**src/rtl/fetch_ctrl.sv**
```systemverilog
// Instruction fetch controller: drives one outstanding instruction-memory
// request at a time and queues returned words in a 2-entry FIFO towards
// decode. Redirects flush the queue and steer the fetch PC, squashing any
// response still in flight.
module fetch_ctrl #(
    parameter logic [31:0] RESET_PC  = 32'hBFC0_0000,
    parameter int unsigned BUF_DEPTH = 2
) (
    input  logic        clk,
    input  logic        rst_n,
    input  logic        stall_i,
    input  logic        redirect_i,
    input  logic [31:0] redirect_pc_i,
    output logic        mem_en_o,
    output logic [31:0] mem_addr_o,
    input  logic        mem_ready_i,
    input  logic [31:0] mem_data_i,
    output logic        inst_valid_o,
    output logic [31:0] inst_o,
    output logic [31:0] inst_pc_o
);

    localparam logic [1:0] IDLE   = 2'd0;
    localparam logic [1:0] FETCH  = 2'd1;
    localparam logic [1:0] HOLD   = 2'd2;
    localparam logic [1:0] SQUASH = 2'd3;

    localparam logic [1:0] FullCnt = 2'(BUF_DEPTH);

    logic [1:0]  state_q, state_d;
    logic [31:0] pc_q, pc_d;
    logic [31:0] pend_q, pend_d;
    logic [1:0]  cnt_q, cnt_d;
    logic [31:0] bpc0_q, bpc0_d, bpc1_q, bpc1_d;
    logic [31:0] bin0_q, bin0_d, bin1_q, bin1_d;

    logic [31:0] target;
    logic        deq;
    logic        enq;
    logic [1:0]  cnt_mid;
    logic        unused_redirect_lsbs;

    // Low address bits of a redirect are not part of the word address.
    assign target               = {redirect_pc_i[31:2], 2'b00};
    assign unused_redirect_lsbs = ^redirect_pc_i[1:0];

    assign deq     = (cnt_q != 2'd0) && !stall_i;
    assign enq     = (state_q == FETCH) && mem_ready_i && !redirect_i;
    assign cnt_mid = cnt_q - 2'(deq);

    // Output decode from registered state only.
    always_comb begin
        mem_en_o     = (state_q == FETCH) || (state_q == SQUASH);
        mem_addr_o   = pc_q;
        inst_valid_o = (cnt_q != 2'd0);
        inst_o       = inst_valid_o ? bin0_q : 32'd0;
        inst_pc_o    = inst_valid_o ? bpc0_q : 32'd0;
    end

    // FSM, fetch PC and pending redirect target.
    always_comb begin
        state_d = state_q;
        pc_d    = pc_q;
        pend_d  = pend_q;
        case (state_q)
            IDLE: begin
                state_d = FETCH;
                if (redirect_i) begin
                    pc_d = target;
                end
            end
            FETCH: begin
                if (redirect_i) begin
                    if (mem_ready_i) begin
                        pc_d = target;
                    end else begin
                        pend_d  = target;
                        state_d = SQUASH;
                    end
                end else if (mem_ready_i) begin
                    pc_d    = pc_q + 32'd4;
                    state_d = ((cnt_mid + 2'd1) < FullCnt) ? FETCH : HOLD;
                end
            end
            HOLD: begin
                if (redirect_i) begin
                    pc_d    = target;
                    state_d = FETCH;
                end else if (cnt_mid < FullCnt) begin
                    state_d = FETCH;
                end
            end
            SQUASH: begin
                // The in-flight response is dropped; the newest target wins.
                if (redirect_i) begin
                    pend_d = target;
                end
                if (mem_ready_i) begin
                    pc_d    = redirect_i ? target : pend_q;
                    state_d = FETCH;
                end
            end
            default: state_d = IDLE;
        endcase
    end

    // Instruction FIFO: entry 0 is the head; dequeue shifts entry 1 down.
    always_comb begin
        cnt_d  = cnt_q;
        bpc0_d = bpc0_q;
        bin0_d = bin0_q;
        bpc1_d = bpc1_q;
        bin1_d = bin1_q;
        if (redirect_i) begin
            cnt_d = 2'd0;
        end else begin
            if (deq) begin
                bpc0_d = bpc1_q;
                bin0_d = bin1_q;
            end
            if (enq) begin
                if (cnt_mid == 2'd0) begin
                    bpc0_d = pc_q;
                    bin0_d = mem_data_i;
                end else begin
                    bpc1_d = pc_q;
                    bin1_d = mem_data_i;
                end
            end
            cnt_d = cnt_mid + 2'(enq);
        end
    end

    // State registers with asynchronous reset.
    always_ff @(posedge clk or negedge rst_n) begin
        if (!rst_n) begin
            state_q <= IDLE;
            pc_q    <= RESET_PC;
            pend_q  <= 32'd0;
            cnt_q   <= 2'd0;
            bpc0_q  <= 32'd0;
            bin0_q  <= 32'd0;
            bpc1_q  <= 32'd0;
            bin1_q  <= 32'd0;
        end else begin
            state_q <= state_d;
            pc_q    <= pc_d;
            pend_q  <= pend_d;
            cnt_q   <= cnt_d;
            bpc0_q  <= bpc0_d;
            bin0_q  <= bin0_d;
            bpc1_q  <= bpc1_d;
            bin1_q  <= bin1_d;
        end
    end

endmodule

```
**config.mk**
```make
export PLATFORM = sky130hd
export DESIGN_NAME = fetch_ctrl
export DESIGN_NICKNAME = d
export VERILOG_FILES = /design/src/rtl/fetch_ctrl.sv
export SDC_FILE = /design/constraint.sdc
export NUM_CORES = 1
export LEC_CHECK = 0
export CAP_MARGIN = 5
export CORE_ASPECT_RATIO = 0.9
export CORE_MARGIN = 3
export CORE_UTILIZATION = 45
export CTS_BUF_LIST = sky130_fd_sc_hd__clkbuf_2 sky130_fd_sc_hd__clkbuf_4 sky130_fd_sc_hd__clkbuf_8
export CTS_CLUSTER_DIAMETER = 120
export DETAILED_ROUTE_END_ITERATION = 7
export HOLD_SLACK_MARGIN = 0.12
export PLACE_DENSITY = 0.7
export REMOVE_ABC_BUFFERS = 1
export SLEW_MARGIN = 20
export SYNTH_ARGS = -nofsm -noshare
export SYNTH_HDL_FRONTEND = slang
export SYNTH_SLANG_ARGS = --single-unit
```
**constraint.sdc**
```tcl
create_clock -name clk -period 4.9 [get_ports clk]
set_input_delay 0.98 -clock clk [delete_from_list [all_inputs] [get_ports clk]]
set_output_delay 0.98 -clock clk [all_outputs]
set_load 0.01 [all_outputs]
```
# Yosys cells after proc, flatten, opt, wreduce, memory -nomap -nowiden
# Cells that the tools add are included.
[word_totals]
reg_bits = 196
input_bits = 69
output_inout_bits = 98
[op_classes]
addsub = 4
order_cmp = 2
n_eq_ne = 11
mux = 27
bitwise = 2
n_reduce_logical = 15
[op_table]
columns = ["cell", "n"]
rows = [
  ["$mux 32", 16],
  ["$pmux 32 s3", 1],
  ["$pmux 32 s2", 1],
  ["$add 32x3->32 const B", 1],
  ["$mux 2", 8],
  ["$ne 3x3->1 const B", 3],
  ["$reduce_and 3->1", 3],
  ["$ne 2x2->1 const B", 4],
  ["$pmux 2 s4", 1],
  ["$eq 2x2->1 const B", 2],
  ["$logic_not 2->1", 2],
  ["$lt 2x2->1 const B", 2],
  ["$reduce_and 4->1", 1],
  ["$reduce_bool 2->1", 2],
  ["$logic_and 1x1->1", 3],
  ["$add 2x1->2", 1],
  ["$add 2x1->2 const B", 1],
  ["$eq 2x1->1 const B", 1],
  ["$logic_not 1->1", 2],
  ["$ne 2x1->1 const B", 1],
  ["$not 1->1", 2],
  ["$reduce_or 2->1", 1],
  ["$sub 2x1->2", 1],
  ["$logic_or 1x1->1", 1],
]

# Logic depth before layout (Yosys ltp)
# Gate-level depths: netlist of run 1.
[depth]
word_depth = 9
ltp_mapped = 11
mapped_depth_nobuf = 10

# Worst setup path before layout of run 1
# Ideal clock, no wire load.
[synth_path]
kind = "in2reg"
start = "input port stall_i"
end = "register bin0_q[0]"
setup_time_ns = 0.130
arrival_ns = 2.498
required_time_ns = 4.770
slack_ns = 2.272
cell_stages = 10
path_cell_list = "nor2_1 -> ha_1 -> xnor2_1 -> ha_1 -> inv_1 -> nor3_2 -> nor2_1 -> nor2_4 -> clkbuf_1 -> o21ai_1"
[synth_via]
elab_chain_cells = 6
elab_cells_between_ends = 7
cone_classes = "1 x add/sub; 3 x mux; 3 x reduce/logical"
[synth_lines]
columns = ["element", "line", "source"]
rows = [
  ["start, declared", "11", "input logic stall_i,"],
  ["$logic_not 1->1 *", "47", "assign deq = (cnt_q != 2'd0) && !stall_i;"],
  ["$logic_and 1x1->1 *", "47", ""],
  ["$sub 2x1->2", "49", "assign cnt_mid = cnt_q - 2'(deq);"],
  ["$logic_not 2->1", "122", "if (cnt_mid == 2'd0) begin"],
  ["$mux 32", "122", ""],
  ["$mux 32 *", "121", "if (enq) begin"],
  ["end signal, assigned", "151", "bin0_q <= bin0_d;"],
  ["end, declared", "35", "logic [31:0] bin0_q, bin0_d, bin1_q, bin1_d;"],
]
# Mark *: on every way between the ends. The rest lies on a longest branch, timed or not.
# A chain may end at the register's enable or synchronous reset.

# Worst setup path after layout of run 1
[layout_path]
start = "register cnt_q[1]"
end = "output port inst_o[6]"
[layout_via]
elab_chain_cells = 2
[layout_lines]
columns = ["element", "line", "source"]
rows = [
  ["start, declared", "33", "logic [1:0] cnt_q, cnt_d;"],
  ["start signal, assigned", "149", "cnt_q <= cnt_d;"],
  ["$reduce_bool 2->1", "55", "inst_valid_o = (cnt_q != 2'd0);"],
  ["$mux 32", "56", "inst_o = inst_valid_o ? bin0_q : 32'd0;"],
  ["end, declared", "19", "output logic [31:0] inst_o,"],
]
# No other way between the ends.

==> key figures, run 1 <==
Timing
  • Setup-violating endpoint count in the final report: 0
  • Endpoints failing hold: 0
  • Setup repair after global routing missed its margin: no
  • Max-Slew Margin vs Limit: 38.2%
  • Slew @ Worst Pin: 0.920 ns
  • Final WS setup: 1.34 ns
  • Min Tclk post-route: 3.56 ns
  • Clock skew after layout: 0.0138 ns
  • Final number of max-transition violations: 0
  • Portion of the clock cycle consumed by the worst path in the final layout: 72.6%
  • F_max: 281 MHz

Drt
  • Total via count in the routed design: 7322
  • Detailed Route WL: 24.3 mm
  • Iteration-0 DRC count of the detailed router: 590
  • Antenna Nets Post-Route: 0
  • DR vias/cell: 5.48
  • First-pass iteration count of the detailed router: 5
  • Wire per inst: 18.2 um
  • DR DRC count: 0

Global routing
  • Number of global-route vias before repair: 7441
  • Overall Global Routing Usage: 21.6%
  • First-pass GRT wire length: 40.8 mm
  • Initial antenna violation count: 0
  • Overall overflow remaining after global route: 0
  • Maximum number of pins on one net before global-route repair: 110

Layout
  • Non-Filler Cell Area, Final: 11800 um^2
  • Most common cell after layout, fill and taps aside: sky130_fd_sc_hd__dfrtp_1
  • Area Growth Syn to Fin: 22.4%
  • Proportion of layout cells with a drive suffix above 1: 15.3%
  • Most frequent cells in the layout: sky130_fd_sc_hd__dfrtp_1 (187), sky130_fd_sc_hd__clkdlybuf4s50_1 (163), sky130_fd_sc_hd__nor2_1 (92)
  • Number of inserted diodes: 0
  • Nets@finish: 1110

Yosys
  • Synthesized area per cell: 10.6 um^2
  • EDFF count, synth: 0
  • Async S/R FF share, synth: 100%
  • Main flop type after synthesis: sky130_fd_sc_hd__dfrtp_1
  • Sequential fraction of the synthesis area: 50.9%
  • Number of storage elements in the synthesis netlist: 196
  • Yosys warnings: 0
  • Synth cell types: 65
  • Synthesized instance count: 911
  • Synth Cell Area: 9650 um^2

Floorplan
  • Initial cell density of the core: 46.1%
  • Die Footprint: 23200 um^2
  • Height of the die: 145 um
  • Core area: 21000 um^2
  • Num ports: 167
  • Die span in x: 160 um
  • Number of core rows: 50

Clock tree
  • Setup repair bufs after CTS: 0
  • Total of cells resized after clock tree synthesis: 0
  • Worst skew pair latency: 0.46 ns
  • TritonCTS clock tree: built
  • CTS buffer count: 17
  • Clock slew seen by the registers of the worst setup and hold paths: 0.10 ns
  • Clock tree sinks: 196
  • Cell at the root of the clock tree: sky130_fd_sc_hd__clkbuf_8
  • CTS H-tree depth: 4
  • Maximum root-to-sink buffer count: 2
  • # hold bufs at CTS: 0

Setup path
  • Worst endpoint required time: 3.92 ns
  • Kind of cell adding the most delay to the critical path: buffers and inverters
  • Nature of the critical path endpoint: output port
  • Critical-path cell with the highest stage delay: sky130_fd_sc_hd__buf_4
  • Minimum setup slack among reg-to-reg paths: 1.63 ns
  • Type of the worst setup path: reg -> out
  • Worst path max stage delay: 0.59 ns
  • Critical path startpoint category: flip-flop
  • Crit-path cells: nor2_4, buf_4, nor2_1, clkdlybuf4s50_1
  • Arrival time worst endpoint: 2.58 ns
  • CP bufs+invs: 2
  • Critical path fanouts, max: 50

Placement
  • I/O Buffers: 164
  • DP HPWL: 15.5 mm
  • RD Place Congestion: 0.812
  • Pre-CTS WS: 1.06 ns
  • DP Area: 11400 um^2

Run
  • Maxcap violations: 0

Power and ir drop
  • Power per Cell Area: 623 nW/um^2
  • Max VDD drop: 0.000246 V
  • Standby leakage power: 5.00 nW

Status
  • Run status: finished, final reports clean

Worst hold path
  • Min-delay worst type: reg -> reg
per-layer routing:
metal	wire (um)	part of all wire, %	global-route usage [%]
met4	132	0.54	4.03
met1	11600	47	31.9
met2	11200	46	33.0
met3	1410	5.8	4.71
met5	0	0	0
worst register-to-register path, delay by kind of cell (launching register included):
| kind | cells | cell delay, ns |
|---|---|---|
| multiplexers | 1 | 0.41 |
| AND/OR/NAND/NOR | 3 | 1.17 |
| adder cells (fa/ha/maj) | 2 | 0.45 |
| flip-flops | 1 | 0.43 |
| buffers and inverters | 2 | 0.52 |
| XOR/XNOR | 1 | 0.18 |
cell type report:
cell class / instances / area (um^2)
multi-input combinational: 565 / 4050
inverter: 82 / 308
timing repair buffer: 175 / 1750
clock buffer: 21 / 283
clock inverter: 10 / 145
fill: 1808 / 9150
tap: 286 / 358
sequential: 196 / 4920
metrics by stage:
stage | std cells | TNS (ns) | power [mW] | util [%] | hold WS [ns]
2_1_floorplan | 843 | -190.37 | 4.85 | - | 0.459
6_report | 1335 | 0 | 7.36 | 56.4 | 0.501
3_3_place_gp | 1304 | 0 | 6.16 | 54.3 | 0.470
5_1_grt | 1335 | 0 | 7.92 | 56.4 | 0.530
4_1_cts | 1335 | 0 | 7.43 | 56.4 | 0.503
3_5_place_dp | 1304 | 0 | 6.27 | 54.3 | 0.481
registers in the layout, indices dropped and copies added, names as in the netlist:
register	flops
bin0_q	32
bin1_q	32
bpc0_q	32
bpc1_q	32
mem_addr_o	32
pend_q	32
cnt_q	2
state_q	2
cell usage after synthesis, types with 3 or more instances:
master,n,share of area [%]
sky130_fd_sc_hd__nor2_1,93,3.6
sky130_fd_sc_hd__buf_1,3,0.12
sky130_fd_sc_hd__nor3_1,4,0.21
sky130_fd_sc_hd__a31oi_1,3,0.19
sky130_fd_sc_hd__o21ai_1,20,1.0
sky130_fd_sc_hd__nand2_1,56,2.2
sky130_fd_sc_hd__a22o_1,3,0.27
sky130_fd_sc_hd__dfstp_2,9,2.5
sky130_fd_sc_hd__and4_1,4,0.36
sky130_fd_sc_hd__nor3b_1,3,0.23
sky130_fd_sc_hd__nand3_1,9,0.47
sky130_fd_sc_hd__o22a_1,3,0.27
sky130_fd_sc_hd__a2bb2oi_1,12,1.1
sky130_fd_sc_hd__clkbuf_1,18,0.70
sky130_fd_sc_hd__o21a_1,7,0.54
sky130_fd_sc_hd__a21oi_1,35,1.8
sky130_fd_sc_hd__ha_1,4,0.52
sky130_fd_sc_hd__nor3_2,3,0.31
sky130_fd_sc_hd__buf_2,34,1.8
sky130_fd_sc_hd__nand2b_1,4,0.26
sky130_fd_sc_hd__and2_1,5,0.32
sky130_fd_sc_hd__o21ai_0,62,3.2
sky130_fd_sc_hd__o2bb2a_1,3,0.31
sky130_fd_sc_hd__mux2_4,60,9.3
sky130_fd_sc_hd__a32oi_1,3,0.27
sky130_fd_sc_hd__a22oi_1,54,4.2
sky130_fd_sc_hd__inv_1,82,3.2
sky130_fd_sc_hd__a32o_1,4,0.41
sky130_fd_sc_hd__o22ai_1,16,1.0
sky130_fd_sc_hd__and3_1,8,0.52
sky130_fd_sc_hd__dfrtp_1,187,48
sky130_fd_sc_hd__nor2b_1,3,0.19
sky130_fd_sc_hd__buf_8,6,0.93
sky130_fd_sc_hd__buf_4,4,0.31
sky130_fd_sc_hd__nand4_1,11,0.71
sky130_fd_sc_hd__a211oi_1,4,0.31
sky130_fd_sc_hd__mux2_2,34,4.0
cell families (layout without fill, tap and decap cells):
group / Yosys count / after routing / synth area share, %
AOI/OAI and AO/OA: 242 / 242 / 16.2
and+or+nand+nor: 219 / 219 / 11.1
DFF: 196 / 196 / 50.9
buffers and inverters: 150 / 288 / 7.30
muxes: 96 / 96 / 13.5
adders and majority gates: 4 / 4 / 0.519
xor gates and xnor gates: 4 / 4 / 0.363
worst paths after layout:
kind,startpoint,to,depth (start not counted)
worst max-delay path,cnt_q[1],inst_o[6],4
worst min-delay path,pend_q[24],pend_q[24],1
worst max register to register,cnt_q[1],bin1_q[0],9
worst min register to register,pend_q[24],pend_q[24],1
max in group asynchronous,rst_n,pend_q[8],2
min in group asynchronous,rst_n,bin0_q[11],1
report_power, final:
| part | total, mW | leakage (nW) | internal, mW | switching, mW |
|---|---|---|---|---|
| combinational | 3.24 | 2.45 | 1.69 | 1.54 |
| clock | 1.14 | 0.218 | 0.556 | 0.582 |
| sequential | 2.99 | 2.33 | 2.41 | 0.580 |
| total | 7.36 | 5.00 | 4.66 | 2.71 |
(Power assumes the default switching activity.)
==> run 2, diff against run 1 <==
Clock period 4.9 ns to 3.4 ns, I/O delays scaled along.
==> run 2 against run 1 <==
Effect of this change:
- core utilization is 0.50 points higher
- clock skew is 0.0016 ns higher
- global-route usage is 0.21 points lower
- highest routed layer unchanged
- critical path depth stayed put
- worst setup slack worse by 0.95 ns
- non-clock buffer count is 14 higher
- count of clock-buffer cells in the layout is 4 lower
- combinational power is 47% higher
- register-to-register slack worse by 0.75 ns
==> key figures, run 2 (synthesis results as in run 1) <==
Setup path
  • Critical path startpoint category: flip-flop (unchanged)
  • Arrival time worst endpoint: 2.32 ns (was 2.58 ns)
  • Worst endpoint required time: 2.72 ns (was 3.92 ns)
  • Critical-path cell with the highest stage delay: sky130_fd_sc_hd__buf_4 (unchanged)
  • Worst path max stage delay: 0.64 ns (was 0.59 ns)
  • Path depth of the worst reg2reg path: 10 (was 9)
  • Nature of the critical path endpoint: output port (unchanged)
  • Type of the worst setup path: reg -> out (unchanged)
  • Critical path fanouts, max: 67 (was 50)
  • Crit-path cells: nor2_4, buf_4, nor2_1, clkdlybuf4s50_1 (unchanged)
  • Minimum setup slack among reg-to-reg paths: 0.88 ns (was 1.63 ns)

Clock tree
  • CTS H-tree depth: 4 (unchanged)
  • Clock slew seen by the registers of the worst setup and hold paths: 0.11 ns (was 0.10 ns)
  • Setup repair bufs after CTS: 0 (unchanged)
  • Total of cells resized after clock tree synthesis: 0 (unchanged)
  • CTS buffer count: 17 (unchanged)
  • # hold bufs at CTS: 0 (unchanged)
  • Clock tree sinks: 196 (unchanged)
  • Worst skew pair latency: 0.47 ns (was 0.46 ns)
  • TritonCTS clock tree: built (unchanged)
  • Cell at the root of the clock tree: sky130_fd_sc_hd__clkbuf_8 (unchanged)
  • Maximum root-to-sink buffer count: 2 (unchanged)

Drt
  • Iteration-0 DRC count of the detailed router: 480 (was 590)
  • Detailed Route WL: 24.7 mm (was 24.3 mm)
  • Wire per inst: 18.3 um (was 18.2 um)
  • DR DRC count: 0 (unchanged)
  • DR vias/cell: 5.48 (about the same)
  • First-pass iteration count of the detailed router: 5 (unchanged)
  • Total via count in the routed design: 7394 (was 7322)
  • Antenna Nets Post-Route: 0 (unchanged)

Floorplan
  • Die span in x: 160 um (unchanged)
  • Number of core rows: 50 (unchanged)
  • Num ports: 167 (unchanged)
  • Height of the die: 145 um (unchanged)
  • Core area: 21000 um^2 (unchanged)
  • Die Footprint: 23200 um^2 (unchanged)
  • Initial cell density of the core: 46.1% (unchanged)

Timing
  • Setup repair after global routing missed its margin: no (unchanged)
  • F_max: 333 MHz
  • Min Tclk post-route: 3.00 ns
  • Setup-violating endpoint count in the final report: 0 (unchanged)
  • Endpoints failing hold: 0 (unchanged)
  • Final number of max-transition violations: 0 (unchanged)
  • Max-Slew Margin vs Limit: 46.4% (was 38.2%)
  • Final Hold Slack: 0.212 ns (was 0.501 ns)
  • Slew @ Worst Pin: 0.804 ns (was 0.920 ns)
  • Portion of the clock cycle consumed by the worst path in the final layout: 88.3%
  • Clock skew after layout: 0.0154 ns (was 0.0138 ns)

Global routing
  • Overall Global Routing Usage: 21.4% (was 21.6%)
  • Initial antenna violation count: 0 (unchanged)
  • Number of global-route vias before repair: 7402 (was 7441)
  • First-pass GRT wire length: 40.3 mm (was 40.8 mm)
  • Maximum number of pins on one net before global-route repair: 82 (was 110)
  • Overall overflow remaining after global route: 0 (unchanged)

Layout
  • Nets@finish: 1124 (was 1110)
  • Area Growth Syn to Fin: 23.5% (was 22.4%)
  • Proportion of layout cells with a drive suffix above 1: 16.4% (was 15.3%)
  • Non-Filler Cell Area, Final: 11900 um^2 (was 11800 um^2)
  • Most frequent cells in the layout: sky130_fd_sc_hd__dfrtp_1 (187), sky130_fd_sc_hd__clkdlybuf4s50_1 (163), sky130_fd_sc_hd__nor2_1 (92) (unchanged)
  • Number of inserted diodes: 0 (unchanged)
  • Most common cell after layout, fill and taps aside: sky130_fd_sc_hd__dfrtp_1 (unchanged)

Power and ir drop
  • Total power: 10.5 mW (was 7.36 mW)
  • Power per Cell Area: 883 nW/um^2 (was 623 nW/um^2)
  • Max VDD drop: 0.000494 V (was 0.000246 V)
  • Standby leakage power: 5.04 nW (was 5.00 nW)

Worst hold path
  • Min-delay worst type: in -> async (was reg -> reg)

Status
  • Run status: finished, final reports clean (unchanged)

Placement
  • DP HPWL: 16.3 mm (was 15.5 mm)
  • DP Area: 11500 um^2 (was 11400 um^2)
  • I/O Buffers: 164 (unchanged)
  • RD Place Congestion: 0.825 (was 0.812)

Run
  • Maxcap violations: 0 (unchanged)
-- run 2: where the power goes --
part / internal [mW] / switching [mW]
Clock: 0.538 / 0.922
Sequential: 3.47 / 0.825
Combinational: 2.51 / 2.26
Total: 6.52 / 4.01
-- run 2: critical path: cells and delay by family, from the launching register on --
kind	cells	cell delay, ns
simple gates	2	0.25
buf+inv	2	1.16
flops	1	0.43
-- run 2: worst paths after layout --
| kind | end | start |
|---|---|---|
| max in group asynchronous | mem_addr_o[29] | rst_n |
| min | bin0_q[11] | rst_n |
| min reg2reg | pend_q[24] | pend_q[24] |
| max | inst_pc_o[6] | cnt_q[1] |
| min in group clk | pend_q[24] | pend_q[24] |
| max reg2reg | bin0_q[14] | cnt_q[1] |
-- run 2: area by class of cell --
class / instances / area (um^2)
Fill cell: 1855 / 9040
Inverter: 82 / 308
Timing Repair Buffer: 189 / 1910
Clock buffer: 17 / 234
Tap cell: 286 / 358
Multi-Input combinational cell: 565 / 4050
Clock inverter: 15 / 143
Sequential cell: 196 / 4920
-- run 2: stage by stage --
stage | setup slack (ns) | cells | utilization (%) | setup TNS (ns)
floorplan | -3.12 | 843 | - | -391.29
global placement | 0.256 | 1318 | 55.1 | 0
detailed placement | 0.131 | 1318 | 55.1 | 0
CTS | 0.306 | 1350 | 56.9 | 0
global route | 0.231 | 1350 | 56.9 | 0
finish | 0.398 | 1350 | 56.9 | 0
-- run 2: layer usage --
layer  up-vias  routed length [um]  part of all wire, %  GRT usage (%)
met5         -                   0                    0              0
met4         0                 281                  1.1           4.86
met3        16                1290                  5.2           4.34
met2       199               11500                   47           33.4
met1      3717               11600                   47           30.8
li1       3462                   -                    -              -
==> run 3, diff against run 2 <==
Settings changed: CORE_MARGIN 3 to 5.
==> run 3 against run 2 <==
Effect of this change:
- clock skew is 0.0052 ns higher
- flip-flop and latch count stayed put
- clock power is 4% higher
- first-iteration DRC count is 24% lower
- largest cell class unchanged
- register-to-register slack worse by 0.25 ns
==> key figures, run 3 (synthesis results as in run 1) <==
Timing
  • Final number of max-transition violations: 0 (unchanged)
  • Portion of the clock cycle consumed by the worst path in the final layout: 88.9% (was 88.3%)
  • Clock skew after layout: 0.0206 ns (was 0.0154 ns)
  • Total Negative Setup Slacks: 0 ns (unchanged)
  • F_max: 331 MHz (was 333 MHz)
  • Endpoints failing hold: 0 (unchanged)
  • Setup-violating endpoint count in the final report: 0 (unchanged)
  • Slew @ Worst Pin: 1.11 ns (was 0.804 ns)
  • Max-Slew Margin vs Limit: 25.1% (was 46.4%)
  • Setup repair after global routing missed its margin: no (unchanged)
  • Min Tclk post-route: 3.02 ns (was 3.00 ns)

Global routing
  • Maximum number of pins on one net before global-route repair: 88 (was 82)
  • Number of global-route vias before repair: 7539 (was 7402)
  • Initial antenna violation count: 3 (was 0)
  • Overall overflow remaining after global route: 0 (unchanged)
  • Overall Global Routing Usage: 20.2% (was 21.4%)
  • First-pass GRT wire length: 39.8 mm (was 40.3 mm)

Setup path
  • Worst path max stage delay: 0.60 ns (was 0.64 ns)
  • CP bufs+invs: 2 (unchanged)
  • Reg-to-Reg Start: cnt_q[1] (unchanged)
  • Total number of cells along the worst setup path: 4 (unchanged)
  • Minimum setup slack among reg-to-reg paths: 0.63 ns (was 0.88 ns)
  • Critical path fanouts, max: 67 (unchanged)
  • Critical-path cell with the highest stage delay: sky130_fd_sc_hd__buf_4 (unchanged)
  • Crit-path cells: nor2_4, buf_4, nor2_1, clkdlybuf4s50_1 (unchanged)
  • Worst endpoint required time: 2.72 ns (about the same)
  • Path depth of the worst reg2reg path: 11 (was 10)
  • Critical path startpoint category: flip-flop (unchanged)
  • Endpoint of the worst register-to-register path: bin0_q[26] (was bin0_q[14])
  • Type of the worst setup path: reg -> out (unchanged)
  • Arrival time worst endpoint: 2.34 ns (was 2.32 ns)
  • Kind of cell adding the most delay to the critical path: buffers and inverters (unchanged)
  • Nature of the critical path endpoint: output port (unchanged)

Placement
  • RD Place Congestion: 0.815 (was 0.825)
  • I/O Buffers: 164 (unchanged)
  • DP HPWL: 16.3 mm (about the same)

Layout
  • Storage cell area: 4920 um^2 (unchanged)
  • Filler Cell Count: 1821 (was 1855)
  • Area of the multi-input gates: 4050 um^2 (unchanged)
  • Area Growth Syn to Fin: 23.8% (was 23.5%)
  • Proportion of layout cells with a drive suffix above 1: 16.4% (about the same)
  • Nets@finish: 1126 (was 1124)
  • Most frequent cells in the layout: sky130_fd_sc_hd__dfrtp_1 (187), sky130_fd_sc_hd__clkdlybuf4s50_1 (163), sky130_fd_sc_hd__nor2_1 (92) (unchanged)
  • Most common cell after layout, fill and taps aside: sky130_fd_sc_hd__dfrtp_1 (unchanged)

Power and ir drop
  • Relative contribution of the clock network to total power: 14.3% (was 13.9%)
  • Standby leakage power: 5.06 nW (was 5.04 nW)
  • Int Pwr: 6.64 mW (was 6.52 mW)
  • Switching part of the total power: 37.3% (was 38.1%)
  • Share of power burned in registers: 40.7% (was 40.8%)
  • Logic gate share of total power: 45.0% (was 45.3%)
  • Total power: 10.6 mW (was 10.5 mW)
  • Power per Cell Area: 886 nW/um^2 (was 883 nW/um^2)
  • Max VDD drop: 0.000412 V (was 0.000494 V)
  • Power spent charging and discharging nets: 3.95 mW (was 4.01 mW)

Clock tree
  • CTS H-tree depth: 4 (unchanged)
  • # hold bufs at CTS: 0 (unchanged)
  • Clock tree sinks: 196 (unchanged)
  • TritonCTS clock tree: built (unchanged)
  • CTS buffer count: 17 (unchanged)
  • Clock slew seen by the registers of the worst setup and hold paths: 0.11 ns (about the same)
  • Worst skew pair latency: 0.47 ns (about the same)
  • Total of cells resized after clock tree synthesis: 0 (unchanged)
  • Maximum root-to-sink buffer count: 2 (unchanged)
  • Cell at the root of the clock tree: sky130_fd_sc_hd__clkbuf_8 (unchanged)
  • Setup repair bufs after CTS: 0 (unchanged)

Drt
  • Total via count in the routed design: 7340 (was 7394)
  • Antenna Nets Post-Route: 0 (unchanged)
  • Wire per inst: 18.2 um (was 18.3 um)
  • DR vias/cell: 5.42 (was 5.48)
  • Iteration-0 DRC count of the detailed router: 367 (was 480)
  • Detailed Route WL: 24.7 mm (about the same)
  • First-pass iteration count of the detailed router: 7 (was 5)
  • DR DRC count: 0 (unchanged)

Floorplan
  • Die span in x: 164 um (was 160 um)
  • Die Footprint: 24500 um^2 (was 23200 um^2)
  • Core area: 21000 um^2 (unchanged)
  • Initial cell density of the core: 46.1% (unchanged)
  • Num ports: 167 (unchanged)
  • Number of core rows: 50 (unchanged)
  • Height of the die: 149 um (was 145 um)

Status
  • Run status: finished, final reports clean (unchanged)

Worst hold path
  • Endpoint with the worst hold slack: bin0_q[19]
  • Min-delay worst type: reg -> reg (was in -> async)
  • Critical hold path startpoint: bin1_q[19]
  • Hold depth: 2

Run
  • Maxcap violations: 0 (unchanged)
run 3: layer usage:
| layer | up-vias | share of wire [%] | GRT usage, % | wire length, um |
|---|---|---|---|---|
| met2 | 205 | 45 | 31.9 | 11200 |
| met5 | - | 0 | 0 | 0 |
| met3 | 22 | 5.6 | 4.70 | 1390 |
| li1 | 3464 | - | - | - |
| met1 | 3649 | 48 | 28.3 | 11800 |
| met4 | 0 | 1.3 | 4.99 | 330 |
run 3: cell type report:
class / instances / area share [%]
multi-input cells: 565 / 33.9
inverters: 82 / 2.58
repair buffers: 191 / 16.1
flip-flops and latches: 196 / 41.1
well taps: 286 / 2.99
clock inverters: 11 / 0.984
clock buffers: 20 / 2.25
diodes: 3 / 0.0628
run 3: metrics by stage:
step | setup slack, ns | area [um^2] | cells | hold slack [ns] | utilization (%)
6_report | 0.376 | 12000 | 1354 | 0.503 | 57.0
5_1_grt | 0.180 | 12000 | 1354 | 0.526 | 57.0
4_1_cts | 0.311 | 11900 | 1350 | 0.132 | 56.9
3_5_place_dp | -0.0700 | 11500 | 1319 | 0.490 | 55.1
3_3_place_gp | -0.0168 | 11500 | 1319 | 0.476 | 55.1
2_1_floorplan | -3.12 | 9260 | 843 | 0.384 | -
run 3: worst max-delay path by stage:
stage,from,end,slack (ns)
finish,cnt_q[1],inst_pc_o[29],0.38
global route,cnt_q[1],inst_pc_o[30],0.18
CTS,cnt_q[1],inst_pc_o[7],0.31
detailed placement,stall_i,bpc0_q[28],-0.07
global placement,stall_i,bin0_q[22],-0.02
floorplan,cnt_q[1],bpc1_q[2],-3.12
run 3: power groups by stage:
stage               registers [mW]  logic [mW]  clock network (mW)
floorplan                     4.20        2.80                   0
global placement              4.29        4.71                   0
detailed placement            4.35        4.80                   0
CTS                           4.31        4.83                1.55
global route                  4.46        5.23                1.65
finish                        4.31        4.77                1.52
run 3: worst reg2reg max path, delay by kind of cell, from the launching register on:
| kind | cells | cell delay (ns) |
|---|---|---|
| compound gates | 2 | 0.24 |
| xor+xnor | 1 | 0.14 |
| fa+ha+maj | 2 | 0.37 |
| buf+inv | 2 | 0.39 |
| flops | 1 | 0.43 |
| simple gates | 4 | 1.11 |
